--- src/rtl/adat_frame_deframer_pkg.sv ---
// Shared ADAT framing constants and types for the deframer.
package adat_frame_deframer_pkg;

    localparam int unsigned ADAT_SYNC_ZEROS     = 10;
    localparam int unsigned ADAT_CHANNELS       = 8;
    localparam int unsigned ADAT_NIBBLES_PER_CH = 6;
    localparam int unsigned ADAT_SAMPLE_W       = 24;
    localparam int unsigned ADAT_USER_W         = 4;
    localparam int unsigned ADAT_NIBBLES        = ADAT_CHANNELS * ADAT_NIBBLES_PER_CH;
    localparam int unsigned ADAT_RUN_W          = 5;
    localparam int unsigned ADAT_RUN_MAX        = 31;
    localparam int unsigned ADAT_NIB_W          = 6;
    localparam int unsigned ADAT_BIT_W          = 3;
    localparam int unsigned ADAT_CH_W           = 3;

    typedef logic [ADAT_SAMPLE_W-1:0] adat_sample_t;
    typedef logic [ADAT_CHANNELS-1:0][ADAT_SAMPLE_W-1:0] adat_samples_t;

    typedef enum logic [1:0] {HUNT, USER, DATA, SYNC} adat_deframe_state_t;

    // One decoded frame as presented downstream.
    typedef struct packed {
        logic [ADAT_USER_W-1:0] user;
        adat_samples_t          samples;
    } adat_frame_t;

endpackage

--- src/rtl/adat_frame_deframer_if.sv ---
// Bit-stream input and decoded-frame output bundle of the deframer.
interface adat_frame_deframer_if;
    import adat_frame_deframer_pkg::*;

    logic                   bit_tick_ni;
    logic                   data_i;
    logic                   valid_i;
    logic                   sync_i;
    logic [ADAT_USER_W-1:0] user_o;
    adat_samples_t          samples_o;
    logic                   frame_valid_o;
    logic                   locked_o;
    logic                   error_o;

    modport master (
        output bit_tick_ni, data_i, valid_i, sync_i,
        input  user_o, samples_o, frame_valid_o, locked_o, error_o
    );

    modport slave (
        input  bit_tick_ni, data_i, valid_i, sync_i,
        output user_o, samples_o, frame_valid_o, locked_o, error_o
    );
endinterface

--- src/rtl/adat_frame_deframer_sync_detector.sv ---
// Zero-run counter with sync-hit and run-overflow flags.
module adat_frame_deframer_sync_detector
    import adat_frame_deframer_pkg::*;
#(
    parameter int unsigned SYNC_MIN_ZEROS = ADAT_SYNC_ZEROS
) (
    input  logic clk_x4_i,
    input  logic rst_ni,
    input  logic i_bit_en,
    input  logic i_bit,
    input  logic i_clear,
    output logic o_sync_hit_c,
    output logic o_run_overflow_c
);

    logic [ADAT_RUN_W-1:0] r_run;

    // Count consecutive zero bits, saturating; a one bit or loss of lock clears it.
    always_ff @(posedge clk_x4_i or negedge rst_ni) begin
        if (!rst_ni) begin
            r_run <= '0;
        end else if (i_clear) begin
            r_run <= '0;
        end else if (i_bit_en) begin
            if (i_bit) begin
                r_run <= '0;
            end else if (r_run != ADAT_RUN_W'(ADAT_RUN_MAX)) begin
                r_run <= r_run + ADAT_RUN_W'(1);
            end
        end
    end

    assign o_sync_hit_c     = i_bit_en && i_bit && (r_run >= ADAT_RUN_W'(SYNC_MIN_ZEROS));
    assign o_run_overflow_c = i_bit_en && !i_bit && (r_run == ADAT_RUN_W'(ADAT_RUN_MAX - 1));

endmodule

--- src/rtl/adat_frame_deframer.sv ---
// ADAT deframer: finds sync, strips separators, presents each full frame with a strobe.
module adat_frame_deframer
    import adat_frame_deframer_pkg::*;
#(
    parameter int unsigned LOCK_FRAMES    = 3,
    parameter int unsigned SYNC_MIN_ZEROS = ADAT_SYNC_ZEROS
) (
    input  logic                  clk_x4_i,
    input  logic                  rst_ni,
    adat_frame_deframer_if.slave  adat
);

    localparam int unsigned GOOD_W = $clog2(LOCK_FRAMES + 1);

    adat_deframe_state_t    r_state;
    adat_deframe_state_t    w_state_nxt;
    logic [ADAT_BIT_W-1:0]  r_user_cnt;
    logic [ADAT_BIT_W-1:0]  r_bit_cnt;
    logic [ADAT_NIB_W-1:0]  r_nib_cnt;
    logic [ADAT_USER_W-1:0] r_user_sh;
    adat_samples_t          r_shadow;
    adat_frame_t            r_out;
    logic                   r_frame_valid;
    logic                   r_error;
    logic                   r_locked;
    logic [GOOD_W-1:0]      r_good;

    logic                   w_bit;
    logic                   w_drop;
    logic                   w_d;
    logic                   w_sync_hit;
    logic                   w_overflow;
    logic [ADAT_CH_W-1:0]   w_ch;
    logic                   w_enter_user_c;
    logic                   w_user_shift_c;
    logic                   w_data_shift_c;
    logic                   w_nib_done_c;
    logic                   w_commit_c;
    logic                   w_error_c;

    assign w_bit  = !adat.bit_tick_ni && adat.valid_i && adat.sync_i;
    assign w_drop = !adat.sync_i || (!adat.bit_tick_ni && !adat.valid_i);
    assign w_d    = adat.data_i;
    assign w_ch   = ADAT_CH_W'(r_nib_cnt / ADAT_NIB_W'(ADAT_NIBBLES_PER_CH));

    adat_frame_deframer_sync_detector #(
        .SYNC_MIN_ZEROS (SYNC_MIN_ZEROS)
    ) u_sync_detector (
        .clk_x4_i         (clk_x4_i),
        .rst_ni           (rst_ni),
        .i_bit_en         (w_bit),
        .i_bit            (w_d),
        .i_clear          (w_drop),
        .o_sync_hit_c     (w_sync_hit),
        .o_run_overflow_c (w_overflow)
    );

    // State register.
    always_ff @(posedge clk_x4_i or negedge rst_ni) begin
        if (!rst_ni) r_state <= HUNT;
        else         r_state <= w_state_nxt;
    end

    // Next-state logic; loss of decoder lock or an invalid tick forces HUNT.
    always_comb begin
        w_state_nxt = r_state;
        if (w_drop) begin
            w_state_nxt = HUNT;
        end else if (w_bit) begin
            case (r_state)
                HUNT: if (w_sync_hit) w_state_nxt = USER;
                USER: if (r_user_cnt == ADAT_BIT_W'(ADAT_USER_W)) w_state_nxt = w_d ? DATA : HUNT;
                DATA: begin
                    if (r_bit_cnt == ADAT_BIT_W'(4)) begin
                        if (!w_d)                                        w_state_nxt = HUNT;
                        else if (r_nib_cnt == ADAT_NIB_W'(ADAT_NIBBLES - 1)) w_state_nxt = SYNC;
                    end
                end
                SYNC: begin
                    if (w_d)             w_state_nxt = w_sync_hit ? USER : HUNT;
                    else if (w_overflow) w_state_nxt = HUNT;
                end
                default: w_state_nxt = HUNT;
            endcase
        end
    end

    // Per-bit control decode: shifts, separator checks, commit and error strobes.
    always_comb begin
        w_enter_user_c = 1'b0;
        w_user_shift_c = 1'b0;
        w_data_shift_c = 1'b0;
        w_nib_done_c   = 1'b0;
        w_commit_c     = 1'b0;
        w_error_c      = 1'b0;
        if (w_bit) begin
            case (r_state)
                HUNT: w_enter_user_c = w_sync_hit;
                USER: begin
                    if (r_user_cnt != ADAT_BIT_W'(ADAT_USER_W)) w_user_shift_c = 1'b1;
                    else                                        w_error_c      = !w_d;
                end
                DATA: begin
                    if (r_bit_cnt != ADAT_BIT_W'(4)) begin
                        w_data_shift_c = 1'b1;
                    end else begin
                        w_error_c    = !w_d;
                        w_nib_done_c = w_d;
                        w_commit_c   = w_d && (r_nib_cnt == ADAT_NIB_W'(ADAT_NIBBLES - 1));
                    end
                end
                SYNC: begin
                    if (w_d) begin
                        w_enter_user_c = w_sync_hit;
                        w_error_c      = !w_sync_hit;
                    end else begin
                        w_error_c      = w_overflow;
                    end
                end
                default: ;
            endcase
        end
    end

    // Shadow shift registers and bit/nibble counters for the frame in progress.
    always_ff @(posedge clk_x4_i or negedge rst_ni) begin
        if (!rst_ni) begin
            r_user_cnt <= '0;
            r_bit_cnt  <= '0;
            r_nib_cnt  <= '0;
            r_user_sh  <= '0;
            r_shadow   <= '0;
        end else begin
            if (w_enter_user_c) begin
                r_user_cnt <= '0;
                r_bit_cnt  <= '0;
                r_nib_cnt  <= '0;
            end
            if (w_user_shift_c) begin
                r_user_sh  <= {r_user_sh[ADAT_USER_W-2:0], w_d};
                r_user_cnt <= r_user_cnt + ADAT_BIT_W'(1);
            end
            if (w_data_shift_c) begin
                r_shadow[w_ch] <= {r_shadow[w_ch][ADAT_SAMPLE_W-2:0], w_d};
                r_bit_cnt      <= r_bit_cnt + ADAT_BIT_W'(1);
            end
            if (w_nib_done_c) begin
                r_bit_cnt <= '0;
                r_nib_cnt <= r_nib_cnt + ADAT_NIB_W'(1);
            end
        end
    end

    // Output frame, strobes and lock tracking.
    always_ff @(posedge clk_x4_i or negedge rst_ni) begin
        if (!rst_ni) begin
            r_out         <= '0;
            r_frame_valid <= 1'b0;
            r_error       <= 1'b0;
            r_locked      <= 1'b0;
            r_good        <= '0;
        end else begin
            r_frame_valid <= w_commit_c;
            r_error       <= w_error_c;
            if (w_commit_c) begin
                r_out.user    <= r_user_sh;
                r_out.samples <= r_shadow;
            end
            if (w_error_c || w_drop) begin
                r_good   <= '0;
                r_locked <= 1'b0;
            end else begin
                if (w_commit_c && (r_good != GOOD_W'(LOCK_FRAMES))) r_good <= r_good + GOOD_W'(1);
                r_locked <= (r_good == GOOD_W'(LOCK_FRAMES));
            end
        end
    end

    assign adat.user_o        = r_out.user;
    assign adat.samples_o     = r_out.samples;
    assign adat.frame_valid_o = r_frame_valid;
    assign adat.error_o       = r_error;
    assign adat.locked_o      = r_locked;

endmodule

--- src/flat_wrapper.sv ---
// flat-port wrapper written by rule: the top's interface ports become plain ports
module adat_frame_deframer_flat import adat_frame_deframer_pkg::*;
#(
    parameter int unsigned LOCK_FRAMES    = 3,
    parameter int unsigned SYNC_MIN_ZEROS = ADAT_SYNC_ZEROS
)
  (clk_x4_i, rst_ni, adat_bit_tick_ni, adat_data_i, adat_valid_i, adat_sync_i, adat_user_o, adat_samples_o, adat_frame_valid_o, adat_locked_o, adat_error_o);
  adat_frame_deframer_if adat_i ();
  input  logic clk_x4_i;
  input  logic rst_ni;
  input wire logic [$bits(adat_i.bit_tick_ni)-1:0] adat_bit_tick_ni;
  input wire logic [$bits(adat_i.data_i)-1:0] adat_data_i;
  input wire logic [$bits(adat_i.valid_i)-1:0] adat_valid_i;
  input wire logic [$bits(adat_i.sync_i)-1:0] adat_sync_i;
  output wire logic [$bits(adat_i.user_o)-1:0] adat_user_o;
  output wire logic [$bits(adat_i.samples_o)-1:0] adat_samples_o;
  output wire logic [$bits(adat_i.frame_valid_o)-1:0] adat_frame_valid_o;
  output wire logic [$bits(adat_i.locked_o)-1:0] adat_locked_o;
  output wire logic [$bits(adat_i.error_o)-1:0] adat_error_o;
  assign adat_i.bit_tick_ni = adat_bit_tick_ni;
  assign adat_i.data_i = adat_data_i;
  assign adat_i.valid_i = adat_valid_i;
  assign adat_i.sync_i = adat_sync_i;
  assign adat_user_o = adat_i.user_o;
  assign adat_samples_o = adat_i.samples_o;
  assign adat_frame_valid_o = adat_i.frame_valid_o;
  assign adat_locked_o = adat_i.locked_o;
  assign adat_error_o = adat_i.error_o;
  adat_frame_deframer #(.LOCK_FRAMES(LOCK_FRAMES), .SYNC_MIN_ZEROS(SYNC_MIN_ZEROS)) u_core (.clk_x4_i(clk_x4_i), .rst_ni(rst_ni), .adat(adat_i));
endmodule
--- config.mk ---
export PLATFORM = sky130hd
export DESIGN_NAME = adat_frame_deframer_flat
export DESIGN_NICKNAME = d
export VERILOG_FILES = /design/src/rtl/adat_frame_deframer_pkg.sv /design/src/rtl/adat_frame_deframer_if.sv /design/src/rtl/adat_frame_deframer_sync_detector.sv /design/src/rtl/adat_frame_deframer.sv /design/src/flat_wrapper.sv
export SDC_FILE = /design/constraint.sdc
export NUM_CORES = 1
export LEC_CHECK = 0
export CAP_MARGIN = 0
export CORE_ASPECT_RATIO = 0.75
export CORE_MARGIN = 2
export CORE_UTILIZATION = 30
export CTS_CLUSTER_DIAMETER = 50
export DETAILED_ROUTE_END_ITERATION = 8
export GPL_TIMING_DRIVEN = 1
export REMOVE_ABC_BUFFERS = 1
export SLEW_MARGIN = 20
export SYNTH_ARGS = -nofsm -noshare
export SYNTH_HDL_FRONTEND = slang
export SYNTH_SLANG_ARGS = --single-unit
--- constraint.sdc ---
create_clock -name clk_x4_i -period 5.6 [get_ports clk_x4_i]
set_input_delay 0.56 -clock clk_x4_i [delete_from_list [all_inputs] [get_ports clk_x4_i]]
set_output_delay 0.56 -clock clk_x4_i [all_outputs]
set_load 0.05 [all_outputs]
# Word level (Yosys, flattened, before mapping)
# Index checks and enable logic that the tools add are counted.
totals:
  latchBits: 0
  mem_count: 0
  romBits: 0
  elab_cells: 129
  out_inout_bits: 199
  input_bits: 6
  reg_bits: 416
  ram_bits: 0
op_classes:
  mux: 50
  order_cmp: 3
  n_div: 1
  bitwise_logic: 0
  n_eq_ne: 17
  reduce_logical: 26
  n_mul: 0
  n_shift: 0
  addsub: 5
op_table:
  columns: ["op", "count"]
  rows:
  - ["$bwmux 192", 1]
  - ["$bmux 24 s3", 1]
  - ["$demux 24 s3", 1]
  - ["$mux 2", 12]
  - ["$mux 24", 1]
  - ["$mux 23", 1]
  - ["$mux 1", 20]
  - ["$mux 5", 4]
  - ["$mux 3", 4]
  - ["$mux 6", 2]
  - ["$logic_and 1x1->1", 10]
  - ["$ne 3x1->1 const B", 3]
  - ["$ne 4x2->1 const B", 2]
  - ["$pmux 2 s4", 1]
  - ["$reduce_bool 2->1", 4]
  - ["$add 3x1->3 const B", 2]
  - ["$add 6x1->6 const B", 1]
  - ["$div 6x3->6 const B", 1]
  - ["$eq 2x2->1 const B", 3]
  - ["$eq 3x3->1 const B", 2]
  - ["$eq 6x6->1 const B", 1]
  - ["$ne 3x3->1 const B", 2]
  - ["$reduce_and 6->1", 1]
  - ["$reduce_bool 3->1", 2]
  - ["15 further kinds", 20]

# Logic depth before layout (Yosys ltp)
# Gate-level depths: netlist (run 1).
logic_depth:
  ltp_word: 11
  mapped_depth: 10
  ltp_nobuf: 8

# By module
# From an unflattened synthesis (run 1), not the netlist that was laid out.
unflattened:
  cells_unflattened: 1642
  hier_area_um2: 17287.8
modules_own_cells:
  columns: ["module", "cells_each", "seq_area_each_um2", "instances", "area_per_inst_um2"]
  rows:
  - ["adat_frame_deframer", 1600, 10284.9, 1, 16935.0]
  - ["adat_frame_deframer_sync_detector", 42, 125.1, 1, 352.8]

# Worst setup path before layout (run 1)
# Ideal clock, no wire load.
synth_path:
  path_type: "register to register"
  startpoint: "register u_core.r_state[0]"
  endpoint: "register u_core.r_out (netlist bit u_core.adat.samples_o[100])"
  stages_incl_launch_ff: 11
  path_slack_ps: 3147
  n_path_buf: 4
  arrival_ps: 2326
  synth_period_minus_slack_ps: 2453
  required_time_ps: 5473
  setup_time_ps: 127
  path_cell_list: "dfrtp_1 > inv_1 > ha_1 > buf_2 > nand3_1 > or3_1 > buf_2 > nor3_4 > buf_4 > buf_6 > mux2_1"
synth_via:
  elab_chain_cells: 3
synth_lines:
  columns: ["element", "line", "source"]
  rows:
  - ["from (decl)", "adat_frame_deframer.sv:15", "adat_deframe_state_t r_state;"]
  - ["from (signal assigned)", "adat_frame_deframer.sv:61", "else r_state <= w_state_nxt;"]
  - ["$eq 2x2->1", "adat_frame_deframer.sv:97", "case (r_state)"]
  - ["$mux 1", "adat_frame_deframer.sv:97", null]
  - ["$mux 1", "adat_frame_deframer.sv:96", "if (w_bit) begin"]
  - ["to (decl)", "adat_frame_deframer.sv:22", "adat_frame_t r_out;"]
# Every way passes these cells.
# A chain may end at the register's enable or synchronous reset.

# Worst setup path in the final report (run 1)
layout_path:
  startpoint: "register u_core.r_nib_cnt[0]"
  endpoint: "register u_core.r_shadow[17] (netlist name)"
layout_via:
  elab_chain_cells: 6
  elab_cells_between_ends: 9
  cone_classes: "div: 1; order compare: 2; mux: 5; reduce/logical: 1"
layout_lines:
  columns: ["element", "line", "source"]
  rows:
  - ["from (decl)", "adat_frame_deframer.sv:19", "logic [ADAT_NIB_W-1:0] r_nib_cnt;"]
  - ["from (signal assigned)", "adat_frame_deframer.sv:149", "r_nib_cnt <= r_nib_cnt + ADAT_NIB_W'(1);"]
  - ["$div 6x3->6 (*)", "adat_frame_deframer.sv:44", "assign w_ch = ADAT_CH_W'(r_nib_cnt / ADAT_NIB_W'(ADAT_NIBBLES_PER_CH));"]
  - ["$lt 3x4->1 (not written as such) or $ge 3x1->1 (tied branches)", "adat_frame_deframer.sv:144", "r_shadow[w_ch] <= {r_shadow[w_ch][ADAT_SAMPLE_W-2:0], w_d};"]
  - ["$logic_and 1x1->1 (not written as such)", "adat_frame_deframer.sv:144", null]
  - ["$mux 24 (not written as such)", "adat_frame_deframer.sv:144", null]
  - ["$demux 24 s3", null, null]
  - ["$bwmux 192 (*)", "adat_frame_deframer.sv:144", null]
  - ["to (signal, indexed assignment)", "adat_frame_deframer.sv:144", null]
  - ["to (decl)", "adat_frame_deframer.sv:21", "adat_samples_t r_shadow;"]
# Every way passes the cells marked *; elsewhere a longest branch is shown, timed or not. The select of a mux whose other input is x is not followed.

==> results of run 1 <==
-- routing by layer --
metal	routed length [um]	vias up
li1	-	4805
met1	20200	5478
met2	19300	190
met3	2040	56
met4	878	0
met5	0	-
-- Yosys cell counts, types with 2 or more instances --
library cell / count
nor2b_1: 3
a211oi_2: 2
buf_6: 13
xnor2_1: 2
mux2_2: 209
nand4_2: 2
ha_1: 15
a22o_1: 2
mux2_1: 136
o22ai_1: 2
xor2_1: 2
buf_4: 4
mux2i_1: 50
o31ai_1: 4
buf_1: 3
a31oi_1: 2
or3_1: 3
clkbuf_1: 19
and3_1: 49
buf_2: 27
nand2_1: 16
dfrtp_1: 416
nor3_1: 6
nand4_1: 2
nand3_1: 12
and2_1: 2
a21oi_1: 7
o21ai_0: 18
a221o_1: 47
inv_1: 64
nor2_1: 62
nand2b_1: 5
a21o_1: 2
-- per-stage QoR --
stage	setup TNS, ns	power [mW]	worst slack [ns]	hold slack [ns]	util, %
finish	0	6.36	2.20	0.480	38.2
CTS	0	6.47	2.20	0.487	38.2
floorplan	-220.22	3.09	-1.26	0.264	-
global placement	0	3.18	2.00	0.470	35.3
detailed placement	0	3.18	1.94	0.474	35.3
global route	0	6.61	1.94	0.494	38.2
-- registers in the layout, summed over array words and instances (netlist names) --
register / cells
u_core.r_user_sh: 4
u_core.r_bit_cnt: 3
u_core.u_sync_detector.r_run: 5
u_core.r_user_cnt: 3
u_core.adat.user_o: 4
u_core.r_state: 2
u_core.r_nib_cnt: 6
u_core.r_shadow: 192
u_core.r_good: 2
u_core.adat.locked_o: 1
u_core.adat.frame_valid_o: 1
u_core.adat.samples_o: 192
u_core.adat.error_o: 1
-- worst max-delay path: cells and delay by family (launching register included) --
| kind | cells | cell delay, ns |
|---|---|---|
| buf+inv | 1 | 0.09 |
| compound gates | 2 | 0.75 |
| mux | 1 | 0.64 |
| fa+ha+maj | 1 | 0.22 |
| simple gates | 2 | 1.14 |
| flops | 1 | 0.43 |
-- area by class of cell --
cell class / instances / area [um^2] / share of cell area [%]
flip-flops and latches: 416 / 10400 / 47.5
multi-input cells: 681 / 6380 / 29.1
repair buffers: 222 / 2230 / 10.2
clock buffers: 66 / 1390 / 6.36
well taps: 780 / 976 / 4.46
clock inverters: 24 / 267 / 1.22
inverters: 64 / 240 / 1.10
-- report_power, final --
part	total (mW)	switching (mW)	leakage, nW	internal, mW
registers	3.01	0.00414	5.57	3.01
clock network	3.24	1.33	0.809	1.91
logic	0.106	0.0895	4.58	0.0160
-- final timing paths --
path / from / endpoint / slack (ns)
max: u_core.r_nib_cnt[0]$_DFFE_PN0P_ / u_core.r_shadow[17]$_DFFE_PN0P_ / 2.20
max reg2reg: u_core.r_nib_cnt[0]$_DFFE_PN0P_ / u_core.r_shadow[17]$_DFFE_PN0P_ / 2.20
max in group asynchronous: rst_ni / u_core.adat.samples_o[188]$_DFFE_PN0P_ / 3.78
min reg2reg: u_core.adat.samples_o[165]$_DFFE_PN0P_ / u_core.adat.samples_o[165]$_DFFE_PN0P_ / 0.48
min: u_core.adat.samples_o[165]$_DFFE_PN0P_ / u_core.adat.samples_o[165]$_DFFE_PN0P_ / 0.48
min in group asynchronous: rst_ni / u_core.r_shadow[96]$_DFFE_PN0P_ / 0.52
-- cells in the final DEF (no fill, tap or decap), types with 6 or more instances in the layout --
| cell | synthesis | routed |
|---|---|---|
| nand2_1 | 16 | 15 |
| ha_1 | 15 | 15 |
| clkbuf_16 | 0 | 51 |
| dfrtp_1 | 416 | 416 |
| mux2_2 | 209 | 209 |
| nor3_1 | 6 | 6 |
| clkdlybuf4s50_1 | 0 | 203 |
| nor2_1 | 62 | 62 |
| nand3_1 | 12 | 10 |
| a21oi_1 | 7 | 7 |
| o21ai_0 | 18 | 18 |
| inv_1 | 64 | 64 |
| clkbuf_1 | 19 | 9 |
| and3_1 | 49 | 49 |
| clkbuf_8 | 0 | 6 |
| buf_4 | 4 | 13 |
| a221o_1 | 47 | 47 |
| mux2_1 | 136 | 136 |
| mux2i_1 | 50 | 50 |
-- cell families after synthesis --
logic type | Yosys count | share of synthesized area, %
DFF | 416 | 60.0
muxes | 395 | 25.3
and+or+nand+nor | 167 | 4.92
buffers and inverters | 131 | 3.68
AOI/OAI and AO/OA | 100 | 4.89
adders and majority gates | 15 | 1.08
xor gates and xnor gates | 4 | 0.202
==> metrics.txt, run 1 <==
status finished, final reports clean; vias per std cell 4.67; drt pass-1 iters 6; DR vias 10529; worst hold path depth 1; R2R depth 7; starting density of the core 30.3%; Non-Filler Instances 2253; Cells after Synth 1228; Slew Viols, Final 0; CTS tree yes; synthesized flop and latch total 416; initial antenna violation count 1; All-Layer GR Usage 14.3%; Worst Path Class, Setup reg2reg; Synth Area per Inst 14.1 um^2; WL/cell 18.8 um; Pleak 11.0 nW; core area 57300 um^2; Yosys warning count 0; Largest stage delay, worst path 0.96 ns; Max Root-Sink Buffers 3; htree depth 2; fillers 5413; GR Layer Usage met1 20.3%; EDFF count, synth 0; critical path data required time 6.05 ns; Final nets 1456; post-route cell area 21900 um^2; share of cells above drive strength 1 22.0%; met2 Use GR 21.8%; Power Dens Cells 291 nW/um^2; Worst Max-Slew Pin Slew 1.01 ns; post-synthesis sequential area ratio 60.0%; period utilization 60.7%; max-cap violations 0; total grt overflow 0; mapped cell area 17400 um^2; first-pass GRT wire length 66400 um; worst-path cell chain inv_1 -> ha_1 -> nor3_1 -> o22ai_1 -> a22oi_2 -> nand3_2 -> mux2_1; clock skew 0.0195 ns; drt drc 0; Tightest Hold Check Type reg2reg; clock root cell clkbuf_16; gpl congestion 0.737; RSZ-0062 raised after global routing no; FMAX 294 MHz; post-CTS sizing 0; I/O Buffers 204; ranking of synthesized cells by area dfrtp_1 60%, mux2_2 14%, mux2_1 8.8%; hpwl dp 25900 um; total CTS buffers 50; Total Die Area 59800 um^2; critical path endpoint category flip-flop; Die Wd 282 um; # diodes 0; # rows 76; final wirelength 42400 um; placed cells 2162; Max-slew headroom 32.9%; GR Util met3 3.10%; total setup buffers inserted after CTS 0; library cells used by synthesis 53; post-route minimum period 3.40 ns; clock slew at reported path FFs 0.06 ns; Top FF cell, synth dfrtp_1; largest net degree at the start of global routing 160; Cell Area, Placed 20200 um^2; Startpoint Class flip-flop; final hold violations 0; Peak VDD IR 0.184 mV; Crit-path slowest cell nand3_2; Final Setup Violations 0; Area growth syn-to-layout 26.2%; gr busiest metal met2; post-synth top area share 60.0%; Max Fanout on Critical Path 24; Die H 212 um; CTS Sinks 416; CTS Hold Bufs 1; asr flop ratio synth 100%; io pins 205; Synth area leader dfrtp_1; Antenna Nets Post-Route 0; vias in the first global route 11009; worst skew pair latency 0.58 ns; DR iter-0 viols 633; worst path arrival time 3.85 ns
Note: power is estimated with default switching activity, not from simulation.
==> run 2, diff against run 1 <==
- clock period: 5.6 -> 2.8 ns (I/O delays scaled with it)
==> metrics.txt, run 2 (same netlist as run 1, synthesis figures left out) <==
io pins 205 (unchanged); starting density of the core 30.3% (unchanged); critical path endpoint category flip-flop (unchanged); drt drc 0 (unchanged); Max-slew headroom 50.4% (was 32.9%); gpl congestion 0.733 (was 0.737); period utilization 90.6% (was 60.7%); post-route minimum period 2.54 ns (was 3.40 ns); r2r setup slk 0.26 ns (was 2.20 ns); Hold WS 0.317 ns (was 0.480 ns); initial antenna violation count 0 (was 1); FF+latch area 10400 um^2 (unchanged); htree depth 2 (unchanged); critical path data required time 3.25 ns (was 6.05 ns); vias per std cell 4.70 (was 4.67); Pleak 11.2 nW (was 11.0 nW); Slew Viols, Final 0 (unchanged); core area 57300 um^2 (unchanged); Antenna Nets Post-Route 0 (unchanged); share of cells above drive strength 1 23.5% (was 22.0%); Final nets 1484 (was 1456); DR iter-0 viols 638 (was 633); first-pass GRT wire length 66100 um (was 66400 um); FMAX 394 MHz (was 294 MHz); clock skew 0.0147 ns (was 0.0195 ns); RSZ-0062 raised after global routing no (unchanged); clock slew at reported path FFs 0.06 ns (about the same); total grt overflow 0 (unchanged); Final Setup Violations 0 (unchanged); fillers 5402 (was 5413); Die Wd 282 um (unchanged); final hold violations 0 (unchanged); vias in the first global route 11212 (was 11009); # rows 76 (unchanged); Startpoint Class flip-flop (unchanged); Tightest Hold Check Type in2async (was reg2reg); Area growth syn-to-layout 28.4% (was 26.2%); Place WS 0.112 ns (was 1.94 ns); Worst Path Class, Setup reg2reg (unchanged); Max Root-Sink Buffers 3 (unchanged); Worst R2R End u_core.adat.samples_o[69]$_DFFE_PN0P_ (was u_core.r_shadow[17]$_DFFE_PN0P_); R2R Path Start u_core.r_state[0]$_DFFE_PN0P_ (was u_core.r_nib_cnt[0]$_DFFE_PN0P_); worst path arrival time 2.99 ns (was 3.85 ns); WL/cell 18.6 um (was 18.8 um); All-Layer GR Usage 14.3% (about the same); Total Die Area 59800 um^2 (unchanged); commonest cells after routing, fill and taps aside 416 x dfrtp_1, 209 x mux2_2, 203 x clkdlybuf4s50_1, 136 x mux2_1, 64 x inv_1 (unchanged); Power Dens Cells 579 nW/um^2 (was 291 nW/um^2); final wirelength 42300 um (was 42400 um); clock root cell clkbuf_16 (unchanged); max-cap violations 0 (unchanged); worst skew pair latency 0.57 ns (was 0.58 ns); largest net degree at the start of global routing 75 (was 160); post-route cell area 22300 um^2 (was 21900 um^2); Peak VDD IR 0.420 mV (was 0.184 mV); Final WS setup 0.264 ns (was 2.20 ns); drt pass-1 iters 4 (was 6); I/O Buffers 204 (unchanged); hpwl dp 27800 um (was 25900 um); total setup buffers inserted after CTS 0 (unchanged); status finished, final reports clean (unchanged); total CTS buffers 49 (was 50); CTS tree yes (unchanged); CTS Sinks 416 (unchanged); DR vias 10721 (was 10529); Multi-input gate area 6380 um^2 (unchanged); Die H 212 um (unchanged); # diodes 0 (unchanged); most common cell after layout, fill and taps aside dfrtp_1 (unchanged); setup_tns 0 ns (unchanged); Cell Area, Placed 20600 um^2 (was 20200 um^2); Worst Max-Slew Pin Slew 0.742 ns (was 1.01 ns); Max Fanout on Critical Path 25 (was 24); R2R depth 8 (was 7)
==> run 2: worst max-delay path by stage <==
stage | from | end | slack, ns | cells after the start
after floorplan | u_core.r_state[0]$_DFFE_PN0P_ | u_core.adat.samples_o[143]$_DFFE_PN0P_ | -4.06 | 6
after global placement | adat_bit_tick_ni | u_core.adat.samples_o[191]$_DFFE_PN0P_ | 0.12 | 7
after detailed placement | adat_bit_tick_ni | u_core.adat.samples_o[191]$_DFFE_PN0P_ | 0.11 | 7
after CTS | u_core.r_state[0]$_DFFE_PN0P_ | u_core.adat.samples_o[69]$_DFFE_PN0P_ | 0.24 | 8
after global routing | u_core.r_state[0]$_DFFE_PN0P_ | u_core.adat.samples_o[163]$_DFFE_PN0P_ | 0.13 | 8
final | u_core.r_state[0]$_DFFE_PN0P_ | u_core.adat.samples_o[69]$_DFFE_PN0P_ | 0.26 | 8
==> run 2: layer usage <==
| layer | track usage [%] | routed length (um) | vias to the layer above | share of wire, % |
|---|---|---|---|---|
| met5 | 0 | 0 | - | 0 |
| met4 | 3.91 | 781 | 0 | 1.8 |
| met3 | 3.41 | 2320 | 60 | 5.5 |
| met2 | 22.8 | 19800 | 196 | 47 |
| met1 | 19.5 | 19500 | 5604 | 46 |
| li1 | - | - | 4861 | - |
==> run 2: through the flow <==
step,utilization (%),power [mW],std cells
2_1_floorplan,-,6.17,1161
3_3_place_gp,35.9,6.37,2191
3_5_place_dp,35.9,6.37,2191
4_1_cts,38.9,13.1,2279
5_1_grt,38.9,13.4,2279
6_report,38.9,12.9,2279
==> run 2: timing repair <==
| item | in CTS | in global routing |
|---|---|---|
| endpoints found under the hold margin | 65 | 0 |
| hold buffers | 1 | 0 |
| resized for setup | 0 | 0 |
==> run 2: report_power, final <==
group | switching (mW) | total (mW) | internal (mW)
clock | 2.56 | 6.65 | 4.09
combinational | 0.186 | 0.231 | 0.0455
sequential | 0.00825 | 6.03 | 6.02
total | 2.76 | 12.9 | 10.1
==> run 2: critical path, cell delays in order (launching register included) <==
cell     delay, ns
dfrtp_1       0.41
inv_1         0.10
ha_1          0.19
nand3_1       0.10
or3_1         0.42
nor3_4        0.37
buf_4         0.26
buf_12        0.20
mux2_2        0.35
==> run 2: layout make-up <==
type / count / share of cell area [%]
clock buffer: 64 / 6.26
tap: 780 / 4.38
clock inverter: 23 / 1.39
sequential: 416 / 46.7
timing repair buffer: 251 / 11.6
multi-input combinational: 681 / 28.6
inverter: 64 / 1.08
==> RTL change 1, RTL diff (flow settings as in run 1) <==
Change the package constant `ADAT_CHANNELS` from 8 to 16.
--- a/src/rtl/adat_frame_deframer_pkg.sv
+++ b/src/rtl/adat_frame_deframer_pkg.sv
@@ -2,7 +2,7 @@
 package adat_frame_deframer_pkg;
 
     localparam int unsigned ADAT_SYNC_ZEROS     = 10;
-    localparam int unsigned ADAT_CHANNELS       = 8;
+    localparam int unsigned ADAT_CHANNELS       = 16;
     localparam int unsigned ADAT_NIBBLES_PER_CH = 6;
     localparam int unsigned ADAT_SAMPLE_W       = 24;
     localparam int unsigned ADAT_USER_W         = 4;
Interface: changed (resized adat_samples_o); port bits go from 205 to 397. No check against the original RTL was run, so the function may have changed too.
==> RTL change 1 against run 1 <==
Design area increased by 3.9%. First-iteration DRC count fell by 22%. Utilization down 1.6 points. Wire length increased by 4.3%. Sequential share of layout area is 1.8 points lower. Maximum frequency increased by 0.44%. Via count grew 4.0%. Hold slack worse by 440 ps. Synthesized area rose by 9.1%. Sequential cell count unchanged. Worst setup slack better by 15 ps. Critical endpoint is now u_core.r_shadow[8]$_DFFE_PN0P_.
Power is not compared: it rests on default switching activity, and its combinational part moved more than twofold at a synthesized area within 25%.
==> RTL change 1: results (changes against run 1) <==
stage,metric,value,unit,change
status,status,completed,,unchanged
place,pre-CTS setup slack,2130,ps,was 1940 ps
place,cell count after placement,2382,,"was 2,162"
final_layout,final net count,1645,,"was 1,456"
place,hpwl dp,27300,µm,"was 25,900 µm"
synthesis,Yosys top cell area share,0.550,,was 0.600
final_layout,layout cells sized above 1,0.277,,was 0.220
global_route,largest net degree at the start of global routing,161,,was 160
place,routability cong.,0.744,,was 0.737
setup_path,Worst Setup SP,u_core.r_nib_cnt[4]$_DFFE_PN0P_,,was u_core.r_nib_cnt[0]$_DFFE_PN0P_
global_route,vias in the first global route,11073,,"was 11,009"
synthesis,Synth area leaders,"dfrtp_1 (55%), mux2_2 (19%), buf_4 (7.7%), mux2i_1 (2.6%), a221o_1 (2.5%)",,"was dfrtp_1 (60%), mux2_2 (14%), mux2_1 (8.8%), mux2i_1 (2.9%), a221o_1 (2.7%)"
place,DP Area,21100,µm²,"was 20,200 µm²"
drt,DR vias/cell,4.43,,was 4.67
drt,drt first pass iters,4,,was 6
sta,worst slew pin tran,1070,ps,was 1010 ps
global_route,first-pass GRT wire length,67800,µm,"was 66,400 µm"
synthesis,post-synth cell types,58,,was 53
setup_path,CP peak stage delay,830,ps,was 960 ps
final_layout,Finished Layout Cells,2471,,"was 2,253"
setup_path,worst-path fanout max,32,,was 24
hold_path,Hold Path Class,input port to asynchronous set/reset pin,,was flop to flop
setup_path,CP max stage cell,xnor2_2,,was nand3_2
synthesis,average size of a mapped cell,13.3,µm²,was 14.1 µm²
synthesis,post-synthesis sequential area ratio,0.550,,was 0.600
synthesis,"top cells by count, synth","dfrtp_1 (416), mux2_2 (317), buf_4 (195)",,"was dfrtp_1 (416), mux2_2 (209), mux2_1 (136)"
power,P_leak,11.6,nW,
drt,routed wire length,44200,µm,"was 42,400 µm"
sta,Layout Skew,16.3,ps,was 19.5 ps
drt,drt first-iter violations,496,,was 633
global_route,GRT Total Usage,0.133,,was 0.143
-- RTL change 1: final cells by class --
class	instances	area, µm²
Clock inverter	25	275
Clock buffer	64	1360
Sequential cell	416	10400
Inverter	64	240
Fill cell	5934	39400
Timing Repair Buffer	219	2210
Multi-Input combinational cell	873	7250
Tap cell	810	1010
-- RTL change 1: worst paths after layout --
| check | end | slack [ps] | cells past startpoint |
|---|---|---|---|
| setup / recovery | u_core.r_shadow[8]$_DFFE_PN0P_ | 2210 | 6 |
| hold / removal | u_core.r_shadow[170]$_DFFE_PN0P_ | 40 | 1 |
| setup reg to reg | u_core.r_shadow[8]$_DFFE_PN0P_ | 2210 | 6 |
| hold reg to reg | u_core.adat.samples_o[184]$_DFFE_PN0P_ | 500 | 1 |
| max in group asynchronous | u_core.r_shadow[39]$_DFFE_PN0P_ | 4080 | 2 |
| min in group clk_x4_i | u_core.adat.samples_o[184]$_DFFE_PN0P_ | 500 | 1 |
-- RTL change 1: where the power goes --
part	total, mW	switching, mW	internal [mW]
sequential	3.01	0.00120	3.01
combinational	0.359	0.349	0.0104
clock	3.21	1.33	1.88
total	6.58	1.68	4.90
-- RTL change 1: layer usage --
| metal | wire length, µm | up-vias | track usage |
|---|---|---|---|
| met5 | 0 | - | 0 |
| met4 | 772 | 0 | 0.0334 |
| met3 | 2270 | 56 | 0.0312 |
| met2 | 20400 | 206 | 0.205 |
| met1 | 20800 | 5690 | 0.188 |
| li1 | - | 4994 | - |
-- RTL change 1: cells by family (layout without fill, tap and decap cells) --
kind of cell	Yosys count	count (layout)	share of synthesized area
buf+inv	323	372	0.107
other cells	1	192	0.000198
xor+xnor	5	5	0.00231
compound gates	96	96	0.0450
fa+ha+maj	16	16	0.0105
flops	416	416	0.550
mux	396	396	0.237
simple gates	168	168	0.0478
-- RTL change 1: worst max-delay path, delay by kind of cell, from the launching register on --
kind                      cells  cell delay (ps)
muxes                         1              390
xor gates and xnor gates      1              830
and+or+nand+nor               2              430
buffers and inverters         2             1030
DFF                           1              540
-- RTL change 1: per-stage QoR --
stage	power (mW)	hold WS (ps)
finish	6.58	36.3
global route	6.82	89.9
CTS	6.69	41.6
detailed placement	3.42	492
global placement	3.42	487
floorplan	3.35	264
==> RTL change 2, RTL diff (flow settings as in run 1) <==
Without the edit above. Make the reset (`rst_ni`) synchronous in 4 clocked blocks.
--- a/src/rtl/adat_frame_deframer_sync_detector.sv
+++ b/src/rtl/adat_frame_deframer_sync_detector.sv
@@ -16,7 +16,7 @@
     logic [ADAT_RUN_W-1:0] r_run;
 
     // Count consecutive zero bits, saturating; a one bit or loss of lock clears it.
-    always_ff @(posedge clk_x4_i or negedge rst_ni) begin
+    always_ff @(posedge clk_x4_i) begin
         if (!rst_ni) begin
             r_run <= '0;
         end else if (i_clear) begin
--- a/src/rtl/adat_frame_deframer.sv
+++ b/src/rtl/adat_frame_deframer.sv
@@ -56,7 +56,7 @@
     );
 
     // State register.
-    always_ff @(posedge clk_x4_i or negedge rst_ni) begin
+    always_ff @(posedge clk_x4_i) begin
         if (!rst_ni) r_state <= HUNT;
         else         r_state <= w_state_nxt;
     end
@@ -123,7 +123,7 @@
     end
 
     // Shadow shift registers and bit/nibble counters for the frame in progress.
-    always_ff @(posedge clk_x4_i or negedge rst_ni) begin
+    always_ff @(posedge clk_x4_i) begin
         if (!rst_ni) begin
             r_user_cnt <= '0;
             r_bit_cnt  <= '0;
@@ -152,7 +152,7 @@
     end
 
     // Output frame, strobes and lock tracking.
-    always_ff @(posedge clk_x4_i or negedge rst_ni) begin
+    always_ff @(posedge clk_x4_i) begin
         if (!rst_ni) begin
             r_out         <= '0;
             r_frame_valid <= 1'b0;
Formal check against the unedited RTL: no difference found for any inputs over 4 cycles, from zero or initial values and one cycle with rst_ni low; that may be too few to reach the edited logic, so the function may still have changed.
==> RTL change 2 against run 1 <==
Worst setup slack got worse by 270 ps. Power shrank 1.5%. Synthesized area down 1.3%. Final cell count increased by 26%. Utilization shrank 0.42 points. Synthesized cell count rose by 57%. Design area down 3.1%. Sequential cell count unchanged. Wire length fell by 3.2%. Global-route usage is 0.47 points lower.
==> RTL change 2: results (changes against run 1) <==
stage,metric,value,unit,change
place,routability cong.,0.760,,was 0.737
synthesis,Synth area leaders,"dfxtp_1 (49%), nand2_1 (13%), mux2i_1 (11%), a21boi_0 (8.8%), a22o_1 (2.4%)",,"was dfrtp_1 (60%), mux2_2 (14%), mux2_1 (8.8%), mux2i_1 (2.9%), a221o_1 (2.7%)"
synthesis,"Async S/R FF share, synth",0,,was 1.00
power,internal power,4.90,mW,was 4.94 mW
setup_path,worst-path fanout max,28,,was 24
final_layout,Fill cells,5604,,"was 5,413"
power,Peak supply drop,0.186,mV,was 0.184 mV
drt,post-DR wirelength/cell,14.5,µm,was 18.8 µm
drt,drt first-iter violations,741,,was 633
global_route,vias in the first global route,12645,,"was 11,009"
sta,Layout Skew,24.1,ps,was 19.5 ps
global_route,GRT Total Usage,0.138,,was 0.143
synthesis,post-synthesis mux area share,0.113,,was 0.253
synthesis,Synth Area in Adders,0.0139,,was 0.0108
place,DP Area,19600,µm²,"was 20,200 µm²"
setup_path,arrival time worst endpoint,4160,ps,was 3850 ps
sta,final period demand of the worst path,3670,ps,was 3400 ps
status,status,completed,,unchanged
hold_path,hold path depth,2,,was 1
place,hpwl dp,26100,µm,"was 25,900 µm"
drt,drt first pass iters,5,,was 6
global_route,initial antenna violation count,0,,was 1
sta,max-slew headroom at the worst pin,0.326,,was 0.329
hold_path,WHS Endpoint,u_core.adat.samples_o[43]$_SDFFE_PN0P_,,was u_core.adat.samples_o[165]$_DFFE_PN0P_
synthesis,post-synth cell types,65,,was 53
setup_path,CP max stage cell,o21ai_4,,was nand3_2
setup_path,r2r setup slk,1930,ps,was 2200 ps
synthesis,average size of a mapped cell,8.87,µm²,was 14.1 µm²
final_layout,area growth from synthesis to layout,23.9,%,was 26.2%
drt,DR vias/cell,4.62,,was 4.67
setup_path,R2R depth,8,,was 7
setup_path,Worst Setup SP,u_core.r_nib_cnt[4]$_SDFFE_PN0P_,,was u_core.r_nib_cnt[0]$_DFFE_PN0P_
synthesis,"top cells by count, synth","nand2_1 (607), dfxtp_1 (416), a21boi_0 (201)",,"was dfrtp_1 (416), mux2_2 (209), mux2_1 (136)"
-- RTL change 2: final cells by class --
cell class                      instances  area share
Timing Repair Buffer                  213       0.103
Clock buffer                           69      0.0679
Sequential cell                       416       0.392
Tap cell                              731      0.0431
Inverter                               61      0.0108
Clock inverter                         20      0.0104
Multi-Input combinational cell       1319       0.373
-- RTL change 2: power by group through the flow --
stage | logic, mW | registers, mW | clock network, mW
5_1_grt | 0.0863 | 2.96 | 3.47
3_5_place_dp | 0.0799 | 3.02 | 0
6_report | 0.0787 | 2.96 | 3.23
2_1_floorplan | 0.0229 | 3.02 | 0
4_1_cts | 0.0800 | 2.96 | 3.34
3_3_place_gp | 0.0787 | 3.02 | 0
-- RTL change 2: routing by layer --
metal | routed length, µm | part of all wire | GRT usage
met1 | 20400 | 0.50 | 0.190
met2 | 17800 | 0.43 | 0.217
met3 | 2190 | 0.053 | 0.0334
met4 | 659 | 0.016 | 0.0350
met5 | 0 | 0 | 0
